<file path="src/rtl/keypad_encoder.sv">
// keypad_encoder
// Scans a 4x3 matrix keypad, debounces presses and releases, and encodes the
// confirmed key into the 4-bit lock code (0-9 -> 0..9, * -> 10, # -> 11).
//
// Parameters:
//   SCAN_DIV      clocks per row slot (>= 2); one sample per slot
//   DEBOUNCE_CNT  consecutive matching samples to confirm a press or release (>= 1)
//
// Ports:
//   clk         single clock, rising edge
//   reset_1     synchronous, active-high reset
//   col_in      keypad columns, active-low, asynchronous to clk
//   row_out     row drive, active-low one-hot
//   Code_1      last confirmed key code (registered)
//   Valid_1     code strobe: one-clock pulse, or a level while held
//   key_held    high while a confirmed key is down
//   scan_state  current FSM state (0 = SCAN, 1 = DEBOUNCE, 2 = PRESSED)
//
// Build option:
//   KEYPAD_HOLD_EN  when defined, Valid_1 stays high from confirm until the key
//                   is released (falls together with key_held); otherwise
//                   Valid_1 is a single-clock pulse per confirmed press.
//
// Handshake: Code_1 is valid whenever Valid_1 is high; the consumer has no
// back-pressure (there is no ready), so each strobe must be taken when seen.
module keypad_encoder #(
  parameter int SCAN_DIV     = 16,
  parameter int DEBOUNCE_CNT = 4
) (
  input  logic       clk,
  input  logic       reset_1,
  input  logic [2:0] col_in,
  output logic [3:0] row_out,
  output logic [3:0] Code_1,
  output logic       Valid_1,
  output logic       key_held,
  output logic [1:0] scan_state
);

  localparam int DIV_W = (SCAN_DIV > 1) ? $clog2(SCAN_DIV) : 1;
  // Counters must be able to hold DEBOUNCE_CNT itself.
  localparam int CNT_W = $clog2(DEBOUNCE_CNT + 1);
  localparam logic [DIV_W-1:0] DIV_LAST = DIV_W'(SCAN_DIV - 1);
  localparam logic [CNT_W-1:0] CNT_LAST = CNT_W'(DEBOUNCE_CNT - 1);

  typedef enum logic [1:0] {
    ST_SCAN     = 2'd0,
    ST_DEBOUNCE = 2'd1,
    ST_PRESSED  = 2'd2
  } state_t;

  state_t           state, state_n;
  logic [1:0]       row, row_n;
  logic [1:0]       col, col_n;
  logic [DIV_W-1:0] div_cnt;
  logic [CNT_W-1:0] deb_cnt, deb_n;
  logic [CNT_W-1:0] rel_cnt, rel_n;
  logic [2:0]       sync_a, sync_b;
  logic [3:0]       code, code_n;
  logic             valid, valid_n;

  logic             sample;
  logic             single;
  logic [1:0]       col_idx;
  logic             latched_low;

  // Key label to lock code; row 3 holds * 0 # rather than a digit run.
  function automatic logic [3:0] encode(input logic [1:0] r, input logic [1:0] c);
    logic [3:0] res;
    if (r == 2'd3) begin
      case (c)
        2'd0:    res = 4'd10;
        2'd1:    res = 4'd0;
        default: res = 4'd11;
      endcase
    end else begin
      res = ({2'b00, r} * 4'd3) + {2'b00, c} + 4'd1;
    end
    return res;
  endfunction

  assign sample = (div_cnt == DIV_LAST);

  // Exactly one column pulled low on the synchronized columns.
  always_comb begin
    single  = 1'b1;
    col_idx = 2'd0;
    case (sync_b)
      3'b110:  col_idx = 2'd0;
      3'b101:  col_idx = 2'd1;
      3'b011:  col_idx = 2'd2;
      default: single  = 1'b0;
    endcase
  end

  always_comb begin
    case (col)
      2'd0:    latched_low = ~sync_b[0];
      2'd1:    latched_low = ~sync_b[1];
      default: latched_low = ~sync_b[2];
    endcase
  end

  // Next-state logic; every decision happens only on a sample cycle.
  always_comb begin
    state_n = state;
    row_n   = row;
    col_n   = col;
    deb_n   = deb_cnt;
    rel_n   = rel_cnt;
    code_n  = code;
`ifdef KEYPAD_HOLD_EN
    valid_n = valid;
`else
    valid_n = 1'b0;
`endif
    if (sample) begin
      case (state)
        ST_SCAN: begin
          if (single) begin
            col_n = col_idx;
            if (DEBOUNCE_CNT == 1) begin
              code_n  = encode(row, col_idx);
              valid_n = 1'b1;
              deb_n   = '0;
              state_n = ST_PRESSED;
            end else begin
              deb_n   = CNT_W'(1);
              state_n = ST_DEBOUNCE;
            end
          end else begin
            row_n = row + 2'd1;
          end
        end
        ST_DEBOUNCE: begin
          if (single && (col_idx == col)) begin
            if (deb_cnt >= CNT_LAST) begin
              code_n  = encode(row, col);
              valid_n = 1'b1;
              deb_n   = '0;
              state_n = ST_PRESSED;
            end else begin
              deb_n = deb_cnt + CNT_W'(1);
            end
          end else begin
            deb_n   = '0;
            row_n   = row + 2'd1;
            state_n = ST_SCAN;
          end
        end
        ST_PRESSED: begin
          // Only the latched column matters; other keys are ignored.
          if (!latched_low) begin
            if (rel_cnt >= CNT_LAST) begin
              rel_n   = '0;
              row_n   = row + 2'd1;
              state_n = ST_SCAN;
`ifdef KEYPAD_HOLD_EN
              valid_n = 1'b0;
`endif
            end else begin
              rel_n = rel_cnt + CNT_W'(1);
            end
          end else begin
            rel_n = '0;
          end
        end
        default: begin
          state_n = ST_SCAN;
        end
      endcase
    end
  end

  always_ff @(posedge clk) begin
    if (reset_1) begin
      state   <= ST_SCAN;
      row     <= 2'd0;
      col     <= 2'd0;
      div_cnt <= '0;
      deb_cnt <= '0;
      rel_cnt <= '0;
      sync_a  <= 3'b111;
      sync_b  <= 3'b111;
      code    <= 4'd0;
      valid   <= 1'b0;
    end else begin
      state   <= state_n;
      row     <= row_n;
      col     <= col_n;
      div_cnt <= sample ? '0 : div_cnt + DIV_W'(1);
      deb_cnt <= deb_n;
      rel_cnt <= rel_n;
      sync_a  <= col_in;
      sync_b  <= sync_a;
      code    <= code_n;
      valid   <= valid_n;
    end
  end

  always_comb begin
    case (row)
      2'd0:    row_out = 4'b1110;
      2'd1:    row_out = 4'b1101;
      2'd2:    row_out = 4'b1011;
      default: row_out = 4'b0111;
    endcase
  end

  assign Code_1     = code;
  assign Valid_1    = valid;
  assign key_held   = (state == ST_PRESSED);
  assign scan_state = state;

endmodule

</file>
<file path="config.mk">
export PLATFORM = sky130hd
export DESIGN_NAME = keypad_encoder
export DESIGN_NICKNAME = d
export VERILOG_FILES = /design/src/rtl/keypad_encoder.sv
export SDC_FILE = /design/constraint.sdc
export NUM_CORES = 1
export LEC_CHECK = 0
export ABC_AREA = 1
export BUFFER_PORTS_ARGS = -buffer_cell sky130_fd_sc_hd__buf_4
export CORE_UTILIZATION = 50
export CTS_CLUSTER_SIZE = 10
export DETAILED_ROUTE_END_ITERATION = 12
export GPL_ROUTABILITY_DRIVEN = 0
export PLACE_DENSITY_LB_ADDON = 0.2
export SLEW_MARGIN = 30
export SYNTH_ARGS = -nofsm -noshare
export SYNTH_HDL_FRONTEND = slang
export SYNTH_SLANG_ARGS = --single-unit
</file>
<file path="constraint.sdc">
create_clock -name clk -period 1.98 [get_ports clk]
set_input_delay 0.396 -clock clk [delete_from_list [all_inputs] [get_ports clk]]
set_output_delay 0.396 -clock clk [all_outputs]
set_load 0.02 [all_outputs]
</file>
== Word-level counts from Yosys, hierarchy flattened ==
Index checks and enable logic that the tools add are counted.
Word-level totals
  register bits: 27
  bits in latches: 0
  memory bits (writable): 0
  memory bits (read-only): 0
  bits of input ports: 5
  memories: 0
Cells by class
  add/sub/neg operators: 6
  multipliers: 1
  div/mod/pow operators: 0
  order comparisons: 2
  equality and inequality tests: 17
  shifts and indexed selects: 0
  muxes and demuxes: 24
  bitwise operators: 6
  reduce and logical (&&, ||, !) cells: 15
Operator list (count)
  2-to-1 mux 2 bit: 9
  2-to-1 mux 3 bit: 5
  case mux 2 bit (3 select lines): 2
  case mux 4 bit (3 select lines): 1
  adder 4 x 1 -> 4 bit, second input constant: 2
  != test 2 bit, second input constant: 4
  case mux 4 bit (2 select lines): 1
  adder 3 x 1 -> 3 bit, second input constant: 2
  equality test 2 x 1 -> 1 bit, second input constant: 3
  equality test 2 bit, second input constant: 3
  equality test 3 bit, second input constant: 2
  >= comparator 3 x 2 -> 1 bit, second input constant: 2
  zero test 2 bit: 3
  inverter 1 bit: 6
  case mux 3 bit (2 select lines): 1
  AND reduction 3 bit: 2
  AND reduction 6 bit: 1
  AND reduction 5 bit: 1
  adder 4 x 2 -> 4 bit: 1
  equality test 4 bit, second input constant: 1
  multiplier 2 x 2 -> 4 bit, second input constant: 1
  2-to-1 mux 4 bit: 1
  case mux 2 bit (2 select lines): 1
  AND reduction 4 bit: 1
  14 further kinds: 15

== Depth between registers and ports, before layout ==
  depth in word-level cells: 6
  gate-level depth with buffers: 11

== Worst setup path after synthesis ==
Ideal clock, no wire load.
  kind: reg2reg
  start point: reg row[0]
  end point: reg code[1], in the netlist Code_1[1]
  setup time: 111 ps
  data arrival time: 1681 ps
  path slack: 188 ps
  cell stages (with the launch flop): 6
  path buffers: 0
  clock period less this slack: 1792 ps
  path through: dfxtp_1 -> fa_1 -> fa_1 -> a21oi_1 -> and3_1 -> nor2_2
Between the ends
  cells in the longest elaborated chain, start to end: 4
  elaborated cells on any way between the ends: 5
Ends and longest elaborated chain
  start, declared: RTL line 53  | logic [1:0] row, row_n;
  start signal, assigned: RTL line 189  | row <= row_n;
  multiplier 2 x 2 -> 4 bit: RTL line 77  | res = ({2'b00, r} * 4'd3) + {2'b00, c} + 4'd1;
  adder 4 x 2 -> 4 bit: RTL line 77
  adder 4 x 1 -> 4 bit: RTL line 77
  2-to-1 mux 4 bit (*): RTL line 70  | if (r == 2'd3) begin
  end signal, assigned: RTL line 196  | code <= code_n;
  end, declared: RTL line 59  | logic [3:0] code, code_n;
Mark *: on every way between the ends. The rest lies on a longest branch, timed or not.
A chain may end at the register's enable or synchronous reset.

== Worst setup path in the final report ==
  start point: reg col[1]
  end point: reg code[1], in the netlist Code_1[1]
Between the ends
  cells in the longest elaborated chain, start to end: 3
  elaborated cells on any way between the ends: 9
Ends and longest elaborated chain
  start, declared: RTL line 54  | logic [1:0] col, col_n;
  start signal, assigned: RTL line 190  | col <= col_n;
  adder 4 x 2 -> 4 bit (tied with other cells): RTL line 77
  adder 4 x 1 -> 4 bit (tied with other cells): RTL line 77
  2-to-1 mux 4 bit / AND reduction 4 bit (equally long branches)
Parallel ways exist; a longest one is shown, timed or not.

==> flow_metrics.py <==
metrics = {
    "grt": {
        "met3_usage_pct": 3.00,
        "grt-busiest-layer": "met2",
        "grt_pass1_wl_mm": 4.45,
        "overflow": 0,
        "use_met2_pct": 31.6,
        "grt_pass1_vias": 1136,
        "grt_use_total_pct": 17.7,
        "antenna_found_initial": 0,
        "grt_use_met1_pct": 20.3,
        "grt_max_degree": 16,
    },
    "power_and_ir_drop": {
        "powerDensity_mw_per_mm2": 503,
        "sw_frac_of_total_pct": 23.2,
        "seq_power_share_pct": 66.3,
        "clkPwrFrac_pct": 27.8,
        "combPwrFrac_pct": 5.9,
        "internal_power_uw": 651,
        "power_leakage_nw": 0.845,
        "p_sw_uw": 196,
        "ir_drop_uv": 329,
    },
    "floorplanning": {
        "die_y_um": 56.5,
        "io-pin-count": 17,
        "die_area_mm2": 0.00319,
        "die_w_um": 56.5,
        "coreArea_mm2": 0.00278,
        "start_util_pct": 53.4,
        "num_rows": 19,
    },
    "timing": {
        "min_period_ns": 1.88,
        "timing.setup.tns_ns": 0,
        "finalCritPeriodShare_pct": 94.8,
        "max_slew_margin_pct": 73.8,
        "hold_viol": 0,
        "timing.hold.ws_ns": 0.250,
        "setup_viol": 0,
        "skew_ns": 0.0112,
        "maxSlewViolCount": 0,
        "grt_setup_unrepaired": "no",
        "worst_slew_pin_slew_ns": 0.391,
        "max_clock_freq_mhz": 533,
    },
    "clocking": {
        "numCtsBuffers": 3,
        "postCtsSetupBuffers": 0,
        "root_buffer": "clkbuf_4",
        "postCtsHoldBufs": 0,
        "cts-resized-gates": 0,
        "htree_levels": 1,
        "cts_tree": "built",
        "clk_path_buf_depth": 2,
        "clkLatencyLatePin_ns": 0.33,
        "cts.clk_slew.worst_paths_ns": 0.15,
        "numClockSinks": 27,
    },
    "route": {
        "drt-total-wl_mm": 2.71,
        "ant_nets": 0,
        "vias": 1268,
        "first_pass_iters": 4,
        "vias_per_cell": 5.03,
        "wl_per_cell_um": 10.8,
        "drt_iter0_drc": 55,
        "drcViolationCount": 0,
    },
    "place": {
        "hpwl_mm": 2.17,
        "port_buffers": 16,
    },
    "run_status": {
        "status": "completed",
    },
    "synthesis": {
        "netlist_instances": 200,
        "synth_cell_type_count": 24,
        "synthesis.area_mm2": 0.00149,
        "synth.net_count": 219,
        "synth-main-ff-cell": "dfxtp_1",
        "ys_warn_count": 0,
        "ys_ff_latch": 27,
        "ys_seq_area_share_pct": 36.4,
        "synth_edf_count": 0,
        "ys_async_sr_fraction_pct": 0,
        "syn_avg_cell_area_um2": 7.43,
    },
    "cells_and_area": {
        "diodes": 0,
        "layout.nets": 241,
        "layout_common_cells": "inv_1 (33), nand2_1 (33), dfxtp_1 (27)",
        "syn2layout_area_growth_pct": 13.5,
        "drive_gt1_share_pct": 19.5,
        "num-fill-cells": 270,
        "final_util_pct": 60.6,
    },
    "critical_path": {
        "slowest_stage": "fa_1",
        "cpPeakStageDelay_ns": 0.49,
        "arrival_ns": 2.13,
        "cp_cell_sequence": "fa_1 -> fa_1 -> a21oi_1 -> and3_1 -> nor2_2",
        "startpoint_type": "flop",
        "crit_path_start": "col[1]",
        "worstPathRequired_ns": 2.23,
        "r2r_start": "col[1]",
        "endpoint_kind": "flop",
        "path_buf_inv": 0,
        "crit_family": "adder cells",
        "cp_max_fo": 6,
        "cpMostUsedCell": "fa_1",
        "path_class": "flop to flop",
    },
    "min_path": {
        "min_from": "col_in[1]",
        "hp-class": "input pin to flop",
    },
    "flow_run": {
        "drv_cap": 0,
    },
}
[power by group through the flow]
stage	logic (mW)	clock network, mW	registers [mW]
3_3_place_gp	0.0484	0	0.573
5_1_grt	0.0555	0.268	0.564
6_report	0.0501	0.235	0.562
4_1_cts	0.0508	0.249	0.563
3_5_place_dp	0.0509	0	0.575
2_1_floorplan	0.0377	0	0.572
[worst paths after layout]
check / end / slack (ns) / cells after the start
worst max register to register: Code_1[1] / 0.10 / 5
worst min-delay path: sync_a[1] / 0.25 / 2
worst max-delay path: Code_1[1] / 0.10 / 5
worst min register to register: sync_b[1] / 0.43 / 1
[stage by stage]
stage | setup slack [ns] | instances | cell area, µm² | power [mW]
after floorplan | 0.188 | 200 | 1490 | 0.610
after global placement | 0.185 | 248 | 1660 | 0.622
after detailed placement | 0.133 | 248 | 1660 | 0.626
after CTS | 0.0938 | 252 | 1690 | 0.863
after global routing | 0.0305 | 252 | 1690 | 0.887
final | 0.103 | 252 | 1690 | 0.848
[sequential cells by signal, indices dropped and copies added, names as in the netlist]
name / flops
sync_a: 3
rel_cnt: 3
deb_cnt: 3
scan_state: 2
Valid_1: 1
div_cnt: 4
sync_b: 3
col: 2
row: 2
Code_1: 4
[synthesized netlist by cell type (all sizes together) (2+ instances only)]
cell type	n	share of area, %
dfxtp	27	36
nand4	4	1.7
nand3	16	7.2
or2	6	2.5
ha	12	10
fa	2	2.7
o21ai	9	3.0
and3	2	0.84
a21oi	17	5.7
inv	33	8.3
nor2	28	8.1
nand2	38	11
[layer usage]
| metal | wire [µm] | vias up |
|---|---|---|
| li1 | - | 676 |
| met1 | 1210 | 562 |
| met2 | 1350 | 22 |
| met3 | 90 | 8 |
| met4 | 65 | 0 |
| met5 | 0 | - |
[cell type report]
| type | count | area (µm²) | area share, % |
|---|---|---|---|
| Multi-Input combinational cell | 137 | 807 | 47.9 |
| Sequential cell | 27 | 541 | 32.1 |
| Timing Repair Buffer | 19 | 143 | 8.46 |
| Inverter | 34 | 129 | 7.65 |
| Tap cell | 31 | 38.8 | 2.30 |
| Clock buffer | 3 | 22.5 | 1.34 |
| Clock inverter | 1 | 5.00 | 0.297 |
[worst register-to-register path: stages (launching register included)]
cell,delay [ns]
dfxtp_1,0.45
fa_1,0.49
fa_1,0.48
a21oi_1,0.16
and3_1,0.18
nor2_2,0.04
[kinds of logic (layout without fill, tap and decap cells)]
family                     count (synthesis)  after routing  share of synthesized area (%)
buffers and inverters                     36             57                           9.27
and+or+nand+nor                           94             94                           31.2
xor gates and xnor gates                   2              2                           1.18
AOI/OAI and AO/OA                         27             27                           9.18
adders and majority gates                 14             14                           12.8
DFF                                       27             27                           36.4
Power figures use the tool's default switching activity.
